$ cat src/rtl/bpsk_tx_framer.sv
// Transmit sequencer for the BPSK modulator: frames a valid/ready byte stream as
// preamble + sync word + payload + tail, one bit per SPS clocks on mod_en/mod_in.
module bpsk_tx_framer #(
    parameter int          SPS           = 8,
    parameter int          PREAMBLE_BITS = 16,
    parameter logic [7:0]  SYNC_WORD     = 8'hD3,
    parameter int          TAIL_BITS     = 4
) (
    input  logic       clk,
    input  logic       rst,
    input  logic [7:0] s_data,
    input  logic       s_valid,
    input  logic       s_last,
    output logic       s_ready,
    output logic       mod_en,
    output logic       mod_in,
    output logic       busy,
    output logic       done,
    output logic       underrun,
    output logic [2:0] state_dbg
);

    // Stream handshake: a byte (s_data, s_last) transfers on a rising clk edge
    // where s_valid and s_ready are both 1; s_data/s_last are ignored otherwise.
    // s_valid may rise at any time, s_ready is only ever offered for one cycle.

    localparam int SYM_W    = $clog2(SPS);
    localparam int MAX_BITS = (PREAMBLE_BITS > 8)
                              ? ((PREAMBLE_BITS > TAIL_BITS) ? PREAMBLE_BITS : TAIL_BITS)
                              : ((TAIL_BITS > 8) ? TAIL_BITS : 8);
    localparam int BIT_W    = $clog2(MAX_BITS);

    localparam logic [SYM_W-1:0] SYM_LAST  = SYM_W'(SPS - 1);
    localparam logic [BIT_W-1:0] PRE_LAST  = BIT_W'(PREAMBLE_BITS - 1);
    localparam logic [BIT_W-1:0] BYTE_LAST = BIT_W'(7);
    localparam logic [BIT_W-1:0] TAIL_LAST = BIT_W'(TAIL_BITS - 1);

    typedef enum logic [2:0] {
        IDLE     = 3'd0,
        PREAMBLE = 3'd1,
        SYNC     = 3'd2,
        PAYLOAD  = 3'd3,
        TAIL     = 3'd4
    } state_t;

    state_t           state, state_n;
    logic [SYM_W-1:0] sym_cnt, sym_n;
    logic [BIT_W-1:0] bit_cnt, bit_n;
    logic [7:0]       shreg, shreg_n;
    logic             last_q, last_n;

    logic sym_end;
    logic fetch;
    logic s_ready_n, mod_en_n, mod_in_n, busy_n, done_n, underrun_n;

    assign sym_end   = (sym_cnt == SYM_LAST);
    assign state_dbg = state;

    always_comb begin
        state_n    = state;
        sym_n      = sym_end ? '0 : sym_cnt + SYM_W'(1);
        bit_n      = bit_cnt;
        shreg_n    = shreg;
        last_n     = last_q;
        underrun_n = 1'b0;
        fetch      = 1'b0;

        case (state)
            IDLE: begin
                sym_n = '0;
                bit_n = '0;
                if (s_valid) begin
                    state_n = PREAMBLE;
                end
            end
            PREAMBLE: begin
                if (sym_end) begin
                    if (bit_cnt == PRE_LAST) begin
                        state_n = SYNC;
                        bit_n   = '0;
                        shreg_n = SYNC_WORD;
                    end else begin
                        bit_n = bit_cnt + BIT_W'(1);
                    end
                end
            end
            SYNC: begin
                if (sym_end) begin
                    if (bit_cnt == BYTE_LAST) begin
                        fetch = 1'b1;
                    end else begin
                        bit_n   = bit_cnt + BIT_W'(1);
                        shreg_n = {shreg[6:0], 1'b0};
                    end
                end
            end
            PAYLOAD: begin
                if (sym_end) begin
                    if (bit_cnt == BYTE_LAST) begin
                        if (last_q) begin
                            state_n = TAIL;
                            bit_n   = '0;
                        end else begin
                            fetch = 1'b1;
                        end
                    end else begin
                        bit_n   = bit_cnt + BIT_W'(1);
                        shreg_n = {shreg[6:0], 1'b0};
                    end
                end
            end
            TAIL: begin
                if (sym_end) begin
                    if (bit_cnt == TAIL_LAST) begin
                        state_n = IDLE;
                        bit_n   = '0;
                    end else begin
                        bit_n = bit_cnt + BIT_W'(1);
                    end
                end
            end
            default: begin
                state_n = IDLE;
                sym_n   = '0;
                bit_n   = '0;
            end
        endcase

        // Byte boundary: either the next byte follows seamlessly or the frame is cut short.
        if (fetch) begin
            bit_n = '0;
            if (s_valid && s_ready) begin
                state_n = PAYLOAD;
                shreg_n = s_data;
                last_n  = s_last;
            end else begin
                state_n    = TAIL;
                underrun_n = 1'b1;
            end
        end
    end

    // Outputs are decoded from the next state so they come straight out of flops.
    always_comb begin
        mod_en_n = (state_n != IDLE);
        busy_n   = (state_n != IDLE);
        mod_in_n = 1'b0;
        case (state_n)
            PREAMBLE:      mod_in_n = ~bit_n[0];
            SYNC, PAYLOAD: mod_in_n = shreg_n[7];
            default:       mod_in_n = 1'b0;
        endcase
        s_ready_n = (sym_n == SYM_LAST) && (bit_n == BYTE_LAST) &&
                    ((state_n == SYNC) || ((state_n == PAYLOAD) && !last_n));
        done_n    = (state_n == TAIL) && (bit_n == TAIL_LAST) && (sym_n == SYM_LAST);
    end

    always_ff @(posedge clk) begin
        if (rst) begin
            state    <= IDLE;
            sym_cnt  <= '0;
            bit_cnt  <= '0;
            shreg    <= '0;
            last_q   <= 1'b0;
            s_ready  <= 1'b0;
            mod_en   <= 1'b0;
            mod_in   <= 1'b0;
            busy     <= 1'b0;
            done     <= 1'b0;
            underrun <= 1'b0;
        end else begin
            state    <= state_n;
            sym_cnt  <= sym_n;
            bit_cnt  <= bit_n;
            shreg    <= shreg_n;
            last_q   <= last_n;
            s_ready  <= s_ready_n;
            mod_en   <= mod_en_n;
            mod_in   <= mod_in_n;
            busy     <= busy_n;
            done     <= done_n;
            underrun <= underrun_n;
        end
    end

endmodule

$ cat config.mk
export PLATFORM = sky130hd
export DESIGN_NAME = bpsk_tx_framer
export DESIGN_NICKNAME = d
export VERILOG_FILES = /design/src/rtl/bpsk_tx_framer.sv
export SDC_FILE = /design/constraint.sdc
export NUM_CORES = 1
export LEC_CHECK = 0
export CAP_MARGIN = 20
export CORE_MARGIN = 4
export CORE_UTILIZATION = 35
export CTS_CLUSTER_DIAMETER = 40
export DETAILED_ROUTE_END_ITERATION = 8
export DONT_BUFFER_PORTS = 1
export PLACE_DENSITY = 0.6
export SLEW_MARGIN = 15
export SYNTH_ARGS = -nofsm -noshare
export SYNTH_HDL_FRONTEND = slang
export SYNTH_SLANG_ARGS = --single-unit
$ cat constraint.sdc
create_clock -name clk -period 1.88 [get_ports clk]
set_input_delay 0.376 -clock clk [delete_from_list [all_inputs] [get_ports clk]]
set_output_delay 0.376 -clock clk [all_outputs]
set_load 0.03 [all_outputs]
==> results of run 1 <==
repair_timing:
action / in CTS / in global routing
pin swaps: 11 / 9
endpoints found under the setup margin: 17 / 18
resized for setup: 27 / 23
buffers inserted: 8 / 0
hold endpoints to repair: 0 / 0
kinds of logic after synthesis:
kind of cell,after synthesis,synth area share (%)
XOR/XNOR,1,0.6330
buffers and inverters,20,7.414
AO/OA/AOI/OAI,39,21.79
adder cells (fa/ha/maj),3,2.713
AND/OR/NAND/NOR,78,30.56
multiplexers,3,2.170
flip-flops,24,34.72
final timing paths:
path	start	endpoint	slack [ns]
max	sym_cnt[0]	mod_in	-0.02
max reg2reg	sym_cnt[0]	mod_in	-0.02
min reg2reg	shreg[0]	shreg[0]	0.49
min	rst	shreg[0]	0.16
power breakdown:
group	switching, W	internal, W
clock network	0.000171	0.000285
logic	0.0000292	0.0000288
registers	0.0000149	0.000515
through the flow:
stage / cell area (um^2) / std cells / util (%) / hold WS [ns] / worst slack [ns]
global placement: 1650 / 238 / 44.08 / 0.4460 / -0.1575
finish: 2008 / 250 / 53.64 / 0.1593 / -0.02327
CTS: 1917 / 250 / 51.20 / 0.1553 / -0.03384
global route: 2008 / 250 / 53.64 / 0.1345 / -0.1159
detailed placement: 1650 / 238 / 44.08 / 0.4510 / -0.2233
floorplan: 1388 / 168 / - / 0.4281 / -0.01029
sequential cells by signal (all words and copies together) (netlist names):
register and flops:
s_ready 1, bit_cnt 4, done 1, sym_cnt 3, mod_in 1, busy 1
last_q 1, state_dbg 3, underrun 1, shreg 8
Yosys cell counts (3+ instances only):
| master | instances |
|---|---|
| buf_2 | 7 |
| inv_1 | 5 |
| dfxtp_1 | 24 |
| nor4_1 | 3 |
| nand3_1 | 5 |
| nor3_1 | 8 |
| nand2_1 | 16 |
| a21oi_1 | 8 |
| ha_1 | 3 |
| nand2b_1 | 3 |
| mux2i_1 | 3 |
| nand4_1 | 3 |
| a221oi_1 | 4 |
| a31oi_1 | 4 |
| nor2_1 | 21 |
| clkbuf_1 | 5 |
layout by cell type (no fill, tap or decap), drive strengths merged, types with 4 or more instances in the layout:
master | synthesis | final
buf | 10 | 45
dfxtp | 24 | 24
nor2 | 21 | 21
nand2 | 16 | 16
a21oi | 8 | 8
nor3 | 8 | 8
inv | 5 | 5
nand3 | 5 | 5
a31oi | 4 | 4
a221oi | 4 | 4
nor4 | 4 | 4
critical path: cells and delay by family, from the launching register on:
kind	cells	cell delay (ns)
AND/OR/NAND/NOR	2	0.25
AO/OA/AOI/OAI	2	0.60
buffers and inverters	2	0.29
flip-flops	1	0.34
adder cells (fa/ha/maj)	2	0.33
cell type report:
| type | instances | area, um^2 |
|---|---|---|
| fillers | 354 | 1735 |
| multi-input cells | 124 | 1003 |
| flip-flops and latches | 24 | 489.2 |
| repair buffers | 45 | 365.4 |
| well taps | 48 | 60.06 |
| clock buffers | 3 | 41.29 |
| clock inverters | 1 | 30.03 |
| inverters | 5 | 18.77 |
routing by layer:
metal  vias up  global-route usage (%)  wire (um)
li1        690                       -          -
met1       698                   21.86       1728
met2        60                   29.97       2121
met3        10                   2.983        224
met4         0                   7.724        102
met5         -                       0          0
==> metrics.md, run 1 <==
| Metric | Value |
|---|---|
| Initial Utilization | `roughly 37%` |
| Post-synthesis instance total | `around 170` |
| Max FO, Critical Path | `7` |
| Final setup margin | `-0.02327 ns` |
| Clock latency on the worst-skew pair | `between 0.2 and 0.3 ns` |
| Vias | `1458` |
| Setup crit end kind | `register` |
| DRT iter0 DRCs | `110` |
| Area leader, netlist | `dfxtp_1` |
| CTS H-Tree Depth | `1` |
| Seq/Total Area, Yosys | `a little over a third` |
| Final hold vios | `0` |
| Die Y | `70.88 um` |
| Die Span X | `70.88 um` |
| Initial antenna violation count | `0` |
| Congestion Overflow GR | `0` |
| PwrDens | `519.5 nW/um^2` |
| Total track usage | `between 15 and 20%` |
| Setup Skew | `just over 0.004 ns` |
| Worst-Margin Slew | `0.5636 ns` |
| CTS tree | `yes` |
| GP Congestion | `approximately 0.94` |
| HPWL after DPL | `~2800 um` |
| Ant. Diodes | `0` |
| Max_cap viols | `0` |
| Top Ports | `21` |
| Num rows | `22` |
| Final period utilization | `101.2%` |
| Max_slew headroom | `between 60% and 70%` |
| Post-route DRC | `0` |
| Critical-path cell list | `ha_4, ha_4, buf_4, buf_6, and3_4, o32ai_4, nor2b_2, o32ai_2` |
| Die area | `between 5000 and 6000 um^2` |
| Top FF cell, synth | `dfxtp_1` |
| Post-synth ARST share | `0%` |
| RSZ-0062 raised after global routing | `yes` |
| Synth top area cells | `dfxtp_1, nor2_1, nand2_1` |
| First-pass GRT wire length | `7155 um` |
| Post-Syn Area | `1384 um^2` |
| Max-slew violations | `0` |
| Largest net degree at the start of global routing | `20` |
| Most frequent CP cell | `ha_4` |
| Slowest-stage cell, CP | `dfxtp_2` |
| Routed Wire Length | `roughly 4200 um` |
| Ys Warns | `0` |
| Yosys cell types | `50` |
| Maximum VDD drop | `0.3984 mV` |
| Fmax | `between 0.5 and 0.6 GHz` |
| Final min period | `roughly 1.9 ns` |
| Via density | `around 6` |
| Hold Buf Count CTS | `0` |
| Layout cells sized above 1 | `between 40% and 50%` |
| Clk sinks | `24` |
| Root Buffer | `clkbuf_8` |
| Final Power | `around 0.0010 W` |
| Clock Path Buffers | `2` |
| Final ANT Viol Nets | `0` |
| Hold Crit Class | `in2reg` |
| Clk slew on worst S/H paths | `0.09 ns` |
| Vias in the first global route | `1507` |
| Syn avg cell area | `between 8 and 9 um^2` |
| Drt wl/cell | `between 15 and 20 um` |
| Mapped Nets | `between 150 and 200` |
| Critical path class | `reg2reg` |
| Register-to-Register Path Depth | `8` |
| Core Region | `3744 um^2` |
| Status | `finished with violations` |
| Violated checks | `negative setup slack` |
| Finish-stage setup viols | `2` |
| Post-Route Setup TNS | `-0.04630 ns` |
| # nets final | `218` |
| Port bufs | `0` |
| DR pass1 iterations | `4` |
| Worst EP required | `around 2.1 ns` |
| WHS Path Cells | `1` |
| Crit path DAT | `between 2 and 2.5 ns` |
| Post-synth EDFFs | `0` |
| FF+latch count, synth | `24` |
| Largest stage delay on the critical path | `around 0.34 ns` |
| CP Launch Type | `register` |
| CTS buffer count | `3` |
| Area growth syn-to-layout | `45.12%` |
| Leakage | `0.7314 nW` |
| Synth top area share | `roughly a third` |
Note: power is estimated with default switching activity, not from simulation.
==> run 2, diff against run 1 <==
- CORE_UTILIZATION: 35 -> 56
- PLACE_DENSITY: 0.6 -> 0.83
==> run 2 against run 1 <==
  * The run still ends with negative setup slack left
  * Clock skew about the same
  * Design area decreased by 13%
  * Cell count decreased by 11%
  * Hold slack got worse by 0.062 ns
  * Die area decreased by 34%
  * Highest routed layer unchanged
  * Wire length decreased by 5.7%
  * Setup slack got worse by 0.020 ns
  * Non-clock buffer count decreased by 8
  * Sequential share of layout area increased by 3.2 points
  * Critical endpoint is now done
  * Via count decreased by 3.6%
  * Register-to-register slack got worse by 0.02 ns
==> metrics.md, run 2 (same netlist as run 1, synthesis figures left out) <==
| Metric | Value |
|---|---|
| Status | `finished with violations (unchanged)` |
| Violated checks | `negative setup slack (unchanged)` |
| CTS H-Tree Depth | `1 (unchanged)` |
| DP Area | `1590 um^2 (was 1650 um^2)` |
| Final ANT Viol Nets | `0 (unchanged)` |
| RR Endpoint | `done (was mod_in)` |
| Worst-Margin Slew | `0.6100 ns (was 0.5636 ns)` |
| Max-slew violations | `0 (unchanged)` |
| Hold Path Sink | `state_dbg[0] (was shreg[0])` |
| Final setup margin | `-0.04308 ns (was -0.02327 ns)` |
| Maximum VDD drop | `0.5900 mV (was 0.3984 mV)` |
| WHS Path Cells | `1 (unchanged)` |
| Post-route DRC | `0 (unchanged)` |
| Top Ports | `21 (unchanged)` |
| Port bufs | `0 (unchanged)` |
| Vias | `1405 (was 1458)` |
| M3 GR Usage | `5.791% (was 2.983%)` |
| PwrDens | `493.6 nW/um^2 (was 519.5 nW/um^2)` |
| Layout cells sized above 1 | `32.99% (was 44.55%)` |
| Worst EP required | `2.13 ns (was 2.07 ns)` |
| Setup Skew | `0.004483 ns (was 0.004107 ns)` |
| Multi-input logic area | `902.1 um^2 (was 1003 um^2)` |
| # nets final | `210 (was 218)` |
| Initial Utilization | `60.80% (was 36.97%)` |
| Max FO, Critical Path | `4 (was 7)` |
| Hold Buf Count CTS | `0 (unchanged)` |
| Final min period | `1.923 ns (was 1.903 ns)` |
| Max_cap viols | `0 (unchanged)` |
| Most frequent cells in the layout | `buf_4, nor2_1, dfxtp_1, nand2_1 (unchanged)` |
| Worst Hold Launch | `rst (unchanged)` |
| Total track usage | `23.72% (was 17.66%)` |
| Critical path class | `reg2reg (unchanged)` |
| Largest registers | `shreg: 8 flops, bit_cnt: 4 flops (unchanged)` |
| Finish-stage setup viols | `3 (was 2)` |
| Num rows | `17 (was 22)` |
| HPWL after DPL | `2774 um (was 2804 um)` |
| Filler cell count | `153 (was 354)` |
| Fmax | `0.5200 GHz (was 0.5254 GHz)` |
| Most common cell after layout, fill and taps aside | `buf_4 (unchanged)` |
| Largest register by flop count | `shreg (unchanged)` |
| Die Span X | `57.71 um (was 70.88 um)` |
| Max_slew headroom | `59.28% (was 62.38%)` |
| Setup crit end kind | `register (unchanged)` |
| Max reg flops | `8 (unchanged)` |
| Register-to-Register Path Depth | `7 (was 8)` |
| Register Area | `484.2 um^2 (was 489.2 um^2)` |
| Area growth syn-to-layout | `26.76% (was 45.12%)` |
| Clock Path Buffers | `2 (unchanged)` |
| Initial antenna violation count | `0 (unchanged)` |
| First-pass GRT wire length | `6161 um (was 7155 um)` |
| Via density | `6.329 (was 5.832)` |
| Hold Crit Class | `in2reg (unchanged)` |
| Worst Setup SP | `bit_cnt[0] (was sym_cnt[0])` |
| Core Region | `2276 um^2 (was 3744 um^2)` |
| R2R Path Start | `bit_cnt[0] (was sym_cnt[0])` |
| Ant. Diodes | `0 (unchanged)` |
| RSZ-0062 raised after global routing | `yes (unchanged)` |
| Final Instance Area | `1754 um^2 (was 2008 um^2)` |
| Root Buffer | `clkbuf_4 (was clkbuf_8)` |
| Final Power | `0.0008658 W (was 0.001043 W)` |
| Gr busiest metal | `met2 (unchanged)` |
| Congestion Overflow GR | `0 (unchanged)` |
| Largest net degree at the start of global routing | `20 (unchanged)` |
| GRT met1 Usage | `29.74% (was 21.86%)` |
| Drt wl/cell | `17.73 um (was 16.70 um)` |
| Final hold vios | `0 (unchanged)` |
| Crit path DAT | `2.17 ns (was 2.09 ns)` |
| Leakage | `0.6540 nW (was 0.7314 nW)` |
| GP Congestion | `0.9031 (was 0.9381)` |
| Routed Wire Length | `3937 um (was 4176 um)` |
| Clk slew on worst S/H paths | `0.13 ns (was 0.09 ns)` |
| Post-Route Setup TNS | `-0.1070 ns (was -0.04630 ns)` |
| CP Launch Type | `register (unchanged)` |
| GRT met2 Usage | `39.35% (was 29.97%)` |
| Vias in the first global route | `1327 (was 1507)` |
| Clock latency on the worst-skew pair | `0.33 ns (was 0.27 ns)` |
| DR pass1 iterations | `5 (was 4)` |
| CTS buffer count | `3 (unchanged)` |
| CTS tree | `yes (unchanged)` |
| DRT iter0 DRCs | `69 (was 110)` |
| Die Y | `57.71 um (was 70.88 um)` |
| Clk sinks | `24 (unchanged)` |
| Reg2reg setup slack | `-0.04 ns (was -0.02 ns)` |
| Final period utilization | `102.3% (was 101.2%)` |
| Die area | `3330 um^2 (was 5024 um^2)` |
==> run 2: changes by cell type in the layout (fill, tap and decap cells not counted), moves of 3 or more <==
cell / delta
buf_6: -4
dfxtp_1: +4
dfxtp_2: -4
nor2_1: +4
nor2_2: -4
buf_4: -3
clkbuf_4: +3
nor3_1: +3
==> run 2: timing repair <==
action                                  CTS  global route
setup buffers                             0             3
pin swaps                                 1             2
resized for setup                        10            12
endpoints found under the setup margin   16             8
==> run 2: report_power, final <==
part           internal [W]  switching [W]  leakage (nW)
clock network      0.000119       0.000164        0.0210
registers          0.000516      0.0000145         0.196
logic             0.0000248      0.0000284         0.437
total              0.000659       0.000207         0.654
==> run 2: how the worst max path moves through the flow <==
stage	endpoint	slack (ns)	depth (start not counted)
3_3_place_gp	s_ready	-0.11	7
4_1_cts	s_ready	-0.03	7
5_1_grt	done	-0.14	7
6_report	done	-0.04	7
3_5_place_dp	s_ready	-0.17	7
2_1_floorplan	s_ready	-0.01	7
==> run 2: stage by stage <==
stage	hold WS, ns	setup slack, ns	std cells	utilization [%]
global placement	0.4483	-0.1108	215	69.87
global route	0.06919	-0.1401	222	77.08
detailed placement	0.4510	-0.1749	215	69.87
floorplan	0.4281	-0.01029	168	-
CTS	0.09693	-0.02915	219	73.39
finish	0.09738	-0.04308	222	77.08
==> run 2: area by class of cell <==
| type | instances | area share [%] |
|---|---|---|
| flip-flops and latches | 24 | 27.60 |
| well taps | 28 | 1.997 |
| repair buffers | 37 | 15.83 |
| clock buffers | 4 | 2.068 |
| inverters | 5 | 1.070 |
| multi-input cells | 124 | 51.43 |
==> run 2: worst max-delay path, stage by stage (launching register included) <==
cell	delay [ns]
dfxtp_2	0.36
ha_2	0.21
nand3b_1	0.15
buf_4	0.19
o31ai_2	0.38
o32ai_4	0.16
nor2_1	0.17
nor4b_2	0.22
==> run 2: metal layers <==
layer / wire (um) / vias to the layer above
met5: 0 / -
met4: 162 / 0
met3: 254 / 23
met2: 1905 / 61
met1: 1614 / 647
li1: - / 674
==> run 3, diff against run 2 <==
- CORE_ASPECT_RATIO: default -> 1.5
==> run 3 against run 2 <==
  * The run still ends with negative setup slack left
  * First-iteration DRC count up 67%
  * Utilization is 9.3 points higher
  * Hold slack lost 0.028 ns
  * Cell count rose by 0.90%
  * Setup slack worse by 0.059 ns
  * Fmax is 3.0% lower
  * Clock-buffer cell count down 1
  * Clock power increased by 40%
  * Design area up 13%
  * Sequential power about the same
  * Sequential cell count is the same
  * Die area rose by 0.49%
  * Critical path type unchanged
  * Largest power group unchanged
==> metrics.md, run 3 (same netlist as run 1, synthesis figures left out) <==
| Metric | Value |
|---|---|
| CTS tree | `yes (unchanged)` |
| Ant. Diodes | `0 (unchanged)` |
| R2R Path Start | `sym_cnt[1] (was bit_cnt[0])` |
| First-pass GRT wire length | `6679 um (was 6161 um)` |
| Critical path class | `reg2reg (unchanged)` |
| DP Area | `1599 um^2 (was 1590 um^2)` |
| Max_slew headroom | `62.18% (was 59.28%)` |
| Register-to-Register Path Depth | `9 (was 7)` |
| Clock latency on the worst-skew pair | `0.34 ns (was 0.33 ns)` |
| Total track usage | `25.35% (was 23.72%)` |
| Slowest-stage cell, CP | `dfxtp_2 (was o31ai_2)` |
| Vias in the first global route | `1479 (was 1327)` |
| Final ANT Viol Nets | `0 (unchanged)` |
| Most frequent CP cell | `ha_4` |
| Leakage | `0.7303 nW (was 0.6540 nW)` |
| Crit path max-delay family | `compound AO/OA/AOI/OAI gates (was simple AND/OR/NAND/NOR gates)` |
| RR Endpoint | `done (unchanged)` |
| Die area | `3347 um^2 (was 3330 um^2)` |
| Worst-Margin Slew | `0.5665 ns (was 0.6100 ns)` |
| DRT iter0 DRCs | `115 (was 69)` |
| Via density | `6.772 (was 6.329)` |
| WP buf/inv | `2 (was 1)` |
| Max_cap viols | `0 (unchanged)` |
| GP Congestion | `0.9549 (was 0.9031)` |
| Clk sinks | `24 (unchanged)` |
| Num rows | `21 (was 17)` |
| Die Y | `68.88 um (was 57.71 um)` |
| Area growth syn-to-layout | `42.68% (was 26.76%)` |
| Finish-stage setup viols | `11 (was 3)` |
| Largest net degree at the start of global routing | `20 (unchanged)` |
| Setup Skew | `0.01535 ns (was 0.004483 ns)` |
| Largest stage delay on the critical path | `0.38 ns (about the same)` |
| Max-slew violations | `0 (unchanged)` |
| Hold Crit Class | `in2reg (unchanged)` |
| CTS buffer count | `3 (unchanged)` |
| Final min period | `1.983 ns (was 1.923 ns)` |
| Pre-CTS setup slack | `-0.2138 ns (was -0.1749 ns)` |
| Largest registers | `shreg: 8 flops, bit_cnt: 4 flops (unchanged)` |
| Setup crit end kind | `register (unchanged)` |
| Drt wl/cell | `21.50 um (was 17.73 um)` |
| Most common cell after layout, fill and taps aside | `buf_4 (unchanged)` |
| Max FO, Critical Path | `5 (was 4)` |
| Critical-path cell list | `ha_4, ha_4, buf_12, nand2_2, o311a_1, a221oi_2, nor4_2, buf_4, nor4b_4 (was ha_2, nand3b_1, buf_4, o31ai_2, o32ai_4, nor2_1, nor4b_2)` |
| HPWL after DPL | `2959 um (was 2774 um)` |
| Die Span X | `48.59 um (was 57.71 um)` |
| Port bufs | `0 (unchanged)` |
| Fmax | `0.5044 GHz (was 0.5200 GHz)` |
| Worst EP required | `2.14 ns (was 2.13 ns)` |
| Layout cells sized above 1 | `45.27% (was 32.99%)` |
| Top Ports | `21 (unchanged)` |
| Worst Hold Launch | `rst (unchanged)` |
| # nets final | `217 (was 210)` |
| PwrDens | `500.2 nW/um^2 (was 493.6 nW/um^2)` |
| Largest register by flop count | `shreg (unchanged)` |
| RSZ-0062 raised after global routing | `yes (unchanged)` |
| Placed cell count | `212 (was 215)` |
| DR pass1 iterations | `4 (was 5)` |
| Congestion Overflow GR | `0 (unchanged)` |
| Hold Path Sink | `state_dbg[1] (was state_dbg[0])` |
| Root Buffer | `clkbuf_4 (unchanged)` |
| CTS H-Tree Depth | `1 (unchanged)` |
| Violated checks | `negative setup slack (unchanged)` |
| Final hold vios | `0 (unchanged)` |
| WHS Path Cells | `1 (unchanged)` |
| Reg2reg setup slack | `-0.10 ns (was -0.04 ns)` |
| Most frequent cells in the layout | `buf_4, dfxtp_1, nand2_1, nor2_1 (was buf_4, nor2_1, dfxtp_1, nand2_1)` |
| CP Launch Type | `register (unchanged)` |
| Core Region | `2286 um^2 (was 2276 um^2)` |
| Clk slew on worst S/H paths | `0.16 ns (was 0.13 ns)` |
| Final period utilization | `105.5% (was 102.3%)` |
| Clock Path Buffers | `2 (unchanged)` |
| Max reg flops | `8 (unchanged)` |
| Initial antenna violation count | `0 (unchanged)` |
| Crit path DAT | `2.24 ns (was 2.17 ns)` |
| Vias | `1517 (was 1405)` |
| Hold Buf Count CTS | `0 (unchanged)` |
| Post-route DRC | `0 (unchanged)` |
| Maximum VDD drop | `0.5616 mV (was 0.5900 mV)` |
| Status | `finished with violations (unchanged)` |
| Initial Utilization | `60.54% (was 60.80%)` |
| Final setup margin | `-0.1025 ns (was -0.04308 ns)` |
| Final Instance Area | `1974 um^2 (was 1754 um^2)` |
| Routed Wire Length | `4817 um (was 3937 um)` |
| Finished Layout Cells | `224 (was 222)` |
[run 3: worst max path at each step]
stage | from | endpoint | slack, ns | cells past startpoint
6_report | sym_cnt[1] | done | -0.10 | 9
5_1_grt | sym_cnt[1] | done | -0.22 | 9
4_1_cts | sym_cnt[0] | done | -0.12 | 9
3_5_place_dp | sym_cnt[0] | s_ready | -0.21 | 7
3_3_place_gp | sym_cnt[0] | s_ready | -0.11 | 7
2_1_floorplan | bit_cnt[0] | s_ready | -0.01 | 7
[run 3: what timing repair did]
action                     in CTS  in global routing
setup endpoints to repair      18                 16
pin swaps                      15                 16
setup buffers                   5                  5
gates resized for setup        19                 38
[run 3: final cells by class]
type,instances,area [um^2]
tap,23,28.78
inverter,5,18.77
timing repair buffer,44,365.4
sequential,24,486.7
fill,99,311.5
multi-input combinational,124,1022
clock inverter,1,30.03
clock buffer,3,22.52
[run 3: metal layers]
layer / global-route usage (%) / wire, um
met1: 26.09 / 1769
met4: 17.85 / 237
met3: 4.731 / 220
met5: 0 / 0
met2: 46.24 / 2591
[run 3: per-stage QoR]
| stage | utilization [%] | hold WS, ns | total power (W) | setup TNS, ns |
|---|---|---|---|---|
| 4_1_cts | 77.89 | 0.08882 | 0.0009736 | -0.2874 |
| 2_1_floorplan | - | 0.4281 | 0.0005787 | -0.01029 |
| 3_3_place_gp | 69.95 | 0.4491 | 0.0005877 | -0.4062 |
| 3_5_place_dp | 69.95 | 0.4464 | 0.0005899 | -1.444 |
| 5_1_grt | 86.37 | 0.06887 | 0.001006 | -1.917 |
| 6_report | 86.37 | 0.06937 | 0.0009877 | -0.5453 |
[run 3: power breakdown]
group	leakage (nW)	internal (W)	switching (W)
logic	0.505	0.0000278	0.0000330
clock network	0.0279	0.000216	0.000180
registers	0.197	0.000516	0.0000151
==> RTL change 1, RTL diff (config.mk and constraints of run 1) <==
`SPS`: 8 -> 16.
--- a/src/rtl/bpsk_tx_framer.sv
+++ b/src/rtl/bpsk_tx_framer.sv
@@ -2,5 +2,5 @@
 // preamble + sync word + payload + tail, one bit per SPS clocks on mod_en/mod_in.
 module bpsk_tx_framer #(
-    parameter int          SPS           = 8,
+    parameter int          SPS           = 16,
     parameter int          PREAMBLE_BITS = 16,
     parameter logic [7:0]  SYNC_WORD     = 8'hD3,
Function: changed (a bounded check fails within 10 cycles, from zero or initial values and one cycle with rst high).
==> RTL change 1 against run 1 <==
Area after synthesis rose by 0.63%. Sequential cell count rose by 1. Routed wire length fell by 7.4%. Hold slack improved by 0.0034 ns. Final area fell by 13%. Setup slack improved by 0.087 ns. Sequential share of layout area rose by 4.7 points. Total power fell by 9.5%. Critical path type unchanged. Critical endpoint is now done.
==> RTL change 1: results (changes against run 1) <==
* Crit path DAT at 1.98 ns (-0.11 ns)
* Max Slew Vio Count at 0 (unchanged)
* EDFF count, synth at 0 (unchanged)
* Clock Tree Buf Depth at 2 (unchanged)
* Drt wl/cell at 16.0 um (-4.3%)
* Post-Syn Nets at 185 (+1.1%)
* Cells on worst reg2reg path at 6 (-2)
* Complex-gate fraction of the synthesized area at 25.3% (+3.5 points)
* PortBufs at 0 (unchanged)
* Post-Synth Adder-Cell Area at 1.80% (-0.92 points)
* First-pass DRT Iterations at 4 (unchanged)
* Critical hold path startpoint: rst
* Mux contribution to synthesized area at 1.44% (-0.73 points)
* Initial DRC count at 86 (-22%)
* Status: complete, no violations
* Slowest stage delay, CP at 0.37 ns (+0.03 ns)
* Slew headroom at 61.7% (-0.70 points)
* R2r setup slk at 0.06 ns (+0.09 ns)
* Clock skew at 0.00714 ns (+0.00303 ns)
* Worst-case hold path end point: state_dbg[2]
* Biggest regs: shreg x8, bit_cnt x4, sym_cnt x4
* Synth top cells by count: dfxtp_1 (25), nor2_1 (18), nand2_1 (15)
* Clock-pin slew of the registers on the worst-case setup and hold paths at 0.09 ns (about the same)
* Critical path fanouts, max at 9 (+2)
* Hold Path Depth at 1 (unchanged)
* Worst Hold Class: primary input to flip-flop
* Xor and xnor area share after synthesis at 0.629% (-0.0040 points)
* Max stage delay cell, worst path: dfxtp_2
* First-pass GRT wire length at 6.35 mm (-11%)
* Yosys warns at 0 (unchanged)
* Largest net degree at the start of global routing at 21 (+5.0%)
* Count of cell types in the netlist at 50 (unchanged)
* RR Startpoint: state_dbg[2]
* Post-synth ARST share at 0% (unchanged)
* GRT Util Overall at 15.3% (-2.3 points)
* Worst reg2reg endpoint: done
* Post-Syn Instances at 171 (+1.8%)
* Cts bufs inserted at 3 (unchanged)
* Nets@finish at 209 (-4.1%)
* Filler cells at 368 (+4.0%)
* Pleak at 0.617 nW (-16%)
* Initial antenna violation count at 0 (unchanged)
* Main synth FF type: dfxtp_1
* CTS Root Cell: clkbuf_8
* Htree depth at 1 (unchanged)
* Post-DP HPWL at 2.97 mm (+5.7%)
* Maximum vdd drop at 0.335 mV (-16%)
* Share of layout cells above drive strength 1 at 28.9% (-16 points)
* Synth top area cells: dfxtp_1 (36%), nor2_1 (4.9%), nand2_1 (4.0%)
* Seq/Total Area, Yosys at 35.9% (+1.2 points)
* Top delay family on crit path: compound AO/OA/AOI/OAI gates
* Vias at 1393 (-4.5%)
* RD Place Congestion at 0.873 (-6.9%)
* Vias in the first global route at 1263 (-16%)
* Worst-skew pair later-pin latency at 0.27 ns (about the same)
* # diodes at 0 (unchanged)
==> RTL change 1: cell types whose count changed after synthesis, sizes merged, moves of 3 or more <==
cell           run 1  this run
o21ai              1         5
nor2              21        18
a311oi             2         5
buf               10         5
a211o              3         0
nand2b             3         6
==> RTL change 1: logic make-up after synthesis <==
kind of cell	Yosys count
simple gates	78
compound gates	49
flops	25
buf+inv	14
mux	2
fa+ha+maj	2
xor+xnor	1
==> RTL change 1: power by group <==
part,switching (mW),total (mW),internal [mW]
sequential,0.0197,0.556,0.536
combinational,0.0379,0.0684,0.0305
clock,0.169,0.319,0.150
total,0.227,0.944,0.717
==> RTL change 1: worst max-delay path by stage <==
stage / startpoint / end / slack [ns]
final: state_dbg[2] / done / 0.06
after global routing: sym_cnt[3] / shreg[6] / -0.06
after detailed placement: sym_cnt[1] / done / -0.02
after CTS: bit_cnt[0] / s_ready / 0.02
after global placement: sym_cnt[1] / done / -0.02
after floorplan: sym_cnt[0] / s_ready / 0.0008
==> RTL change 1: final cells by class <==
class                      count  area share [%]
sequential                    25            29.1
clock buffer                   3            2.35
timing repair buffer          30            12.8
inverter                       3           0.641
multi-input combinational    132            51.2
tap                           48            3.42
clock inverter                 1           0.428
==> RTL change 1: metal layers <==
layer | track usage [%] | up-vias | share of wire [%]
met3 | 2.70 | 10 | 6.9
met5 | 0 | - | 0
met1 | 22.4 | 643 | 47
met2 | 23.0 | 50 | 45
met4 | 4.38 | 0 | 2.0
li1 | - | 690 | -
==> RTL change 1: timing repair <==
| item | CTS | global route |
|---|---|---|
| setup endpoints to repair | 2 | 9 |
| setup buffers | 0 | 2 |
| hold buffers | 0 | 0 |
| pin swaps | 0 | 3 |
| gates cloned | 0 | 0 |
| gates resized for setup | 5 | 11 |
==> RTL change 1: through the flow <==
stage | cells | hold slack, ns | util [%] | setup WS (ns) | area [um^2]
final | 242 | 0.163 | 46.9 | 0.0634 | 1760
after global routing | 242 | 0.150 | 46.9 | -0.0556 | 1760
after CTS | 240 | 0.155 | 45.4 | 0.0201 | 1700
after detailed placement | 236 | 0.447 | 43.5 | -0.0195 | 1630
after global placement | 236 | 0.448 | 43.5 | -0.0169 | 1630
after floorplan | 171 | 0.428 | - | 0.000825 | 1410
==> RTL change 2, RTL diff (flow settings as in run 1) <==
Made on the original files. Compare `bit_cnt` against `TAIL_LAST` with >= in place of ==.
--- a/src/rtl/bpsk_tx_framer.sv
+++ b/src/rtl/bpsk_tx_framer.sv
@@ -112,5 +112,5 @@
             TAIL: begin
                 if (sym_end) begin
-                    if (bit_cnt == TAIL_LAST) begin
+                    if (bit_cnt >= TAIL_LAST) begin
                         state_n = IDLE;
                         bit_n   = '0;
Check against the original RTL: same outputs for any inputs over 10 cycles, from zero or initial values and one cycle with rst high; that may be too few to reach the edited logic, so the function may still have changed.
==> RTL change 2 against run 1 <==
The run still ends with negative setup slack left. Final area is 4.4% higher. Total power is 0.95% higher. Setup slack worse by 0.036 ns. Critical path depth stayed put. Die area is 3.4% higher. Routed wire length is 4.1% higher. Sequential share of layout area is 0.96 points lower. Non-clock buffer count stayed put. Sequential cell count stayed put. Area after synthesis is 3.8% higher. Count of clock-buffer cells in the layout stayed put.
==> RTL change 2: results (changes against run 1) <==
* Initial DRC count at 257 (+130%)
* Post-DP HPWL at 2.95 mm (+5.3%)
* Filler cells at 344 (-2.8%)
* Pre-CTS worst setup slack at -0.0322 ns (+0.191 ns)
* Post-Syn Nets at 185 (+1.1%)
* PortBufs at 0 (unchanged)
* Slowest stage delay, CP at 0.36 ns (+0.02 ns)
* Crit path DAT at 2.13 ns (+0.04 ns)
* Status: complete, but fails checks
* Cts bufs inserted at 3 (unchanged)
* Biggest regs: shreg x8, bit_cnt x4
* Seq/Total Area, Yosys at 33.4% (-1.3 points)
* # diodes at 0 (unchanged)
* First-pass DRT Iterations at 4 (unchanged)
* Grt ovf at 0 (unchanged)
* Xor and xnor area share after synthesis at 0.610% (-0.023 points)
* Drt wl/cell at 16.9 um (+1.3%)
* Mux contribution to synthesized area at 0.697% (-1.5 points)
* Max stage delay cell, worst path: dfxtp_2
* Yosys warns at 0 (unchanged)
* Critical path class: flip-flop to flip-flop
* Clock-pin slew of the registers on the worst-case setup and hold paths at 0.09 ns (about the same)
* Post-Synth Adder-Cell Area at 3.48% (+0.77 points)
* Complex-gate fraction of the synthesized area at 23.4% (+1.6 points)
* First-pass GRT wire length at 7.18 mm (+0.29%)
* Clock Tree Buf Depth at 2 (unchanged)
* Slack of the critical path at -0.0591 ns (-0.0358 ns)
* Post-synth ARST share at 0% (unchanged)
* GRT Util Overall at 17.3% (-0.34 points)
* Synth top cells by count: dfxtp_1 (24), nor2_1 (19), nand2_1 (17)
* Worst-skew pair later-pin latency at 0.28 ns
* Critical path fanouts, max at 7 (unchanged)
* Worst setup path start: sym_cnt[0]
* Switch Pwr at 223 uW (+3.8%)
* Failing checks: negative setup slack
* Synth top area cells: dfxtp_1 (33%), nor2_1 (5.0%), nand2_1 (4.4%)
* Nets@finish at 224 (+2.8%)
* RD Place Congestion at 0.957 (+2.0%)
* Worst Hold Class: primary input to flip-flop
* Main synth FF type: dfxtp_1
* Cells on worst reg2reg path at 8 (unchanged)
* Initial antenna violation count at 0 (unchanged)
* Worst reg2reg endpoint: s_ready
* Clock skew at 0.00860 ns (+0.00449 ns)
* Pleak at 0.811 nW (+11%)
* Htree depth at 1 (unchanged)
* Share of layout cells above drive strength 1 at 46.9% (+2.3 points)
* CTS Root Cell: clkbuf_8
* Worst-Margin Slew at 0.562 ns (-0.00133 ns)
* FF+latch area at 490 um^2 (+0.26%)
* Count of cell types in the netlist at 53 (+6.0%)
* Placed Area at 1750 um^2 (+5.8%)
* Largest net degree at the start of global routing at 21 (+5.0%)
* Final setup viols at 5 (+3)
* Vias at 1470 (+0.82%)
* Top delay family on crit path: simple AND/OR/NAND/NOR gates
* Maximum vdd drop at 0.231 mV (-42%)
## RTL change 2: cell types whose count changed after synthesis, moves of 3 or more
cell / before / now
a21boi_0: 0 / 3
a21oi_1: 8 / 11
a31oi_1: 4 / 0
buf_2: 7 / 1
inv_1: 5 / 0
nor3_1: 8 / 5
nor3b_1: 0 / 3
o21ai_0: 1 / 6
## RTL change 2: power by group through the flow
stage | Combinational (mW) | Clock (mW) | Sequential, mW
2_1_floorplan | 0.0370 | 0 | 0.540
3_3_place_gp | 0.0479 | 0 | 0.543
3_5_place_dp | 0.0493 | 0 | 0.543
4_1_cts | 0.0543 | 0.474 | 0.531
5_1_grt | 0.0611 | 0.484 | 0.532
6_report | 0.0559 | 0.466 | 0.531
## RTL change 2: metrics by stage
stage               instances  utilization, %  TNS, ns  hold slack (ns)  total power [mW]
detailed placement        244            44.0  -0.0882            0.448             0.592
global route              257            52.8   -0.598            0.148              1.08
global placement          244            44.0  -0.0209            0.448             0.591
CTS                       256            49.5  -0.0114            0.151              1.06
floorplan                 169               -        0            0.441             0.577
finish                    257            52.8   -0.196            0.154              1.05
## RTL change 2: cell families (layout without fill, tap and decap cells)
kind of cell,after synthesis,in the layout
adders and majority gates,4,4
DFF,24,24
muxes,1,1
buffers and inverters,11,49
AOI/OAI and AO/OA,46,46
xor gates and xnor gates,1,1
and+or+nand+nor,82,82
## RTL change 2: timing repair
item                       4_1_cts  5_1_grt
setup endpoints to repair        6       13
gates resized for setup         24       27
buffers inserted                 8        1
pin swaps                       12       11
## RTL change 2: layout make-up
class / instances / share of cell area (%)
Clock buffer: 3 / 1.97
Sequential cell: 24 / 23.4
Clock inverter: 1 / 1.43
Multi-Input combinational cell: 134 / 53.2
Timing Repair Buffer: 45 / 17.0
Tap cell: 50 / 2.99
## RTL change 2: metal layers
metal	vias to the layer above	share of wire [%]	GRT usage [%]
met5	-	0	0
met4	0	1.3	5.01
met3	5	5.6	2.49
met2	48	50	30.7
met1	708	43	21.6
li1	709	-	-
## RTL change 2: how the worst min path moves through the flow
stage               cells after the start  slack (ns)      from           end
CTS                                     1        0.15       rst  state_dbg[2]
finish                                  1        0.15       rst  state_dbg[2]
detailed placement                      1        0.45       rst  state_dbg[1]
global route                            1        0.15       rst    bit_cnt[2]
floorplan                               2        0.44  shreg[0]      shreg[0]
global placement                        1        0.45       rst  state_dbg[1]
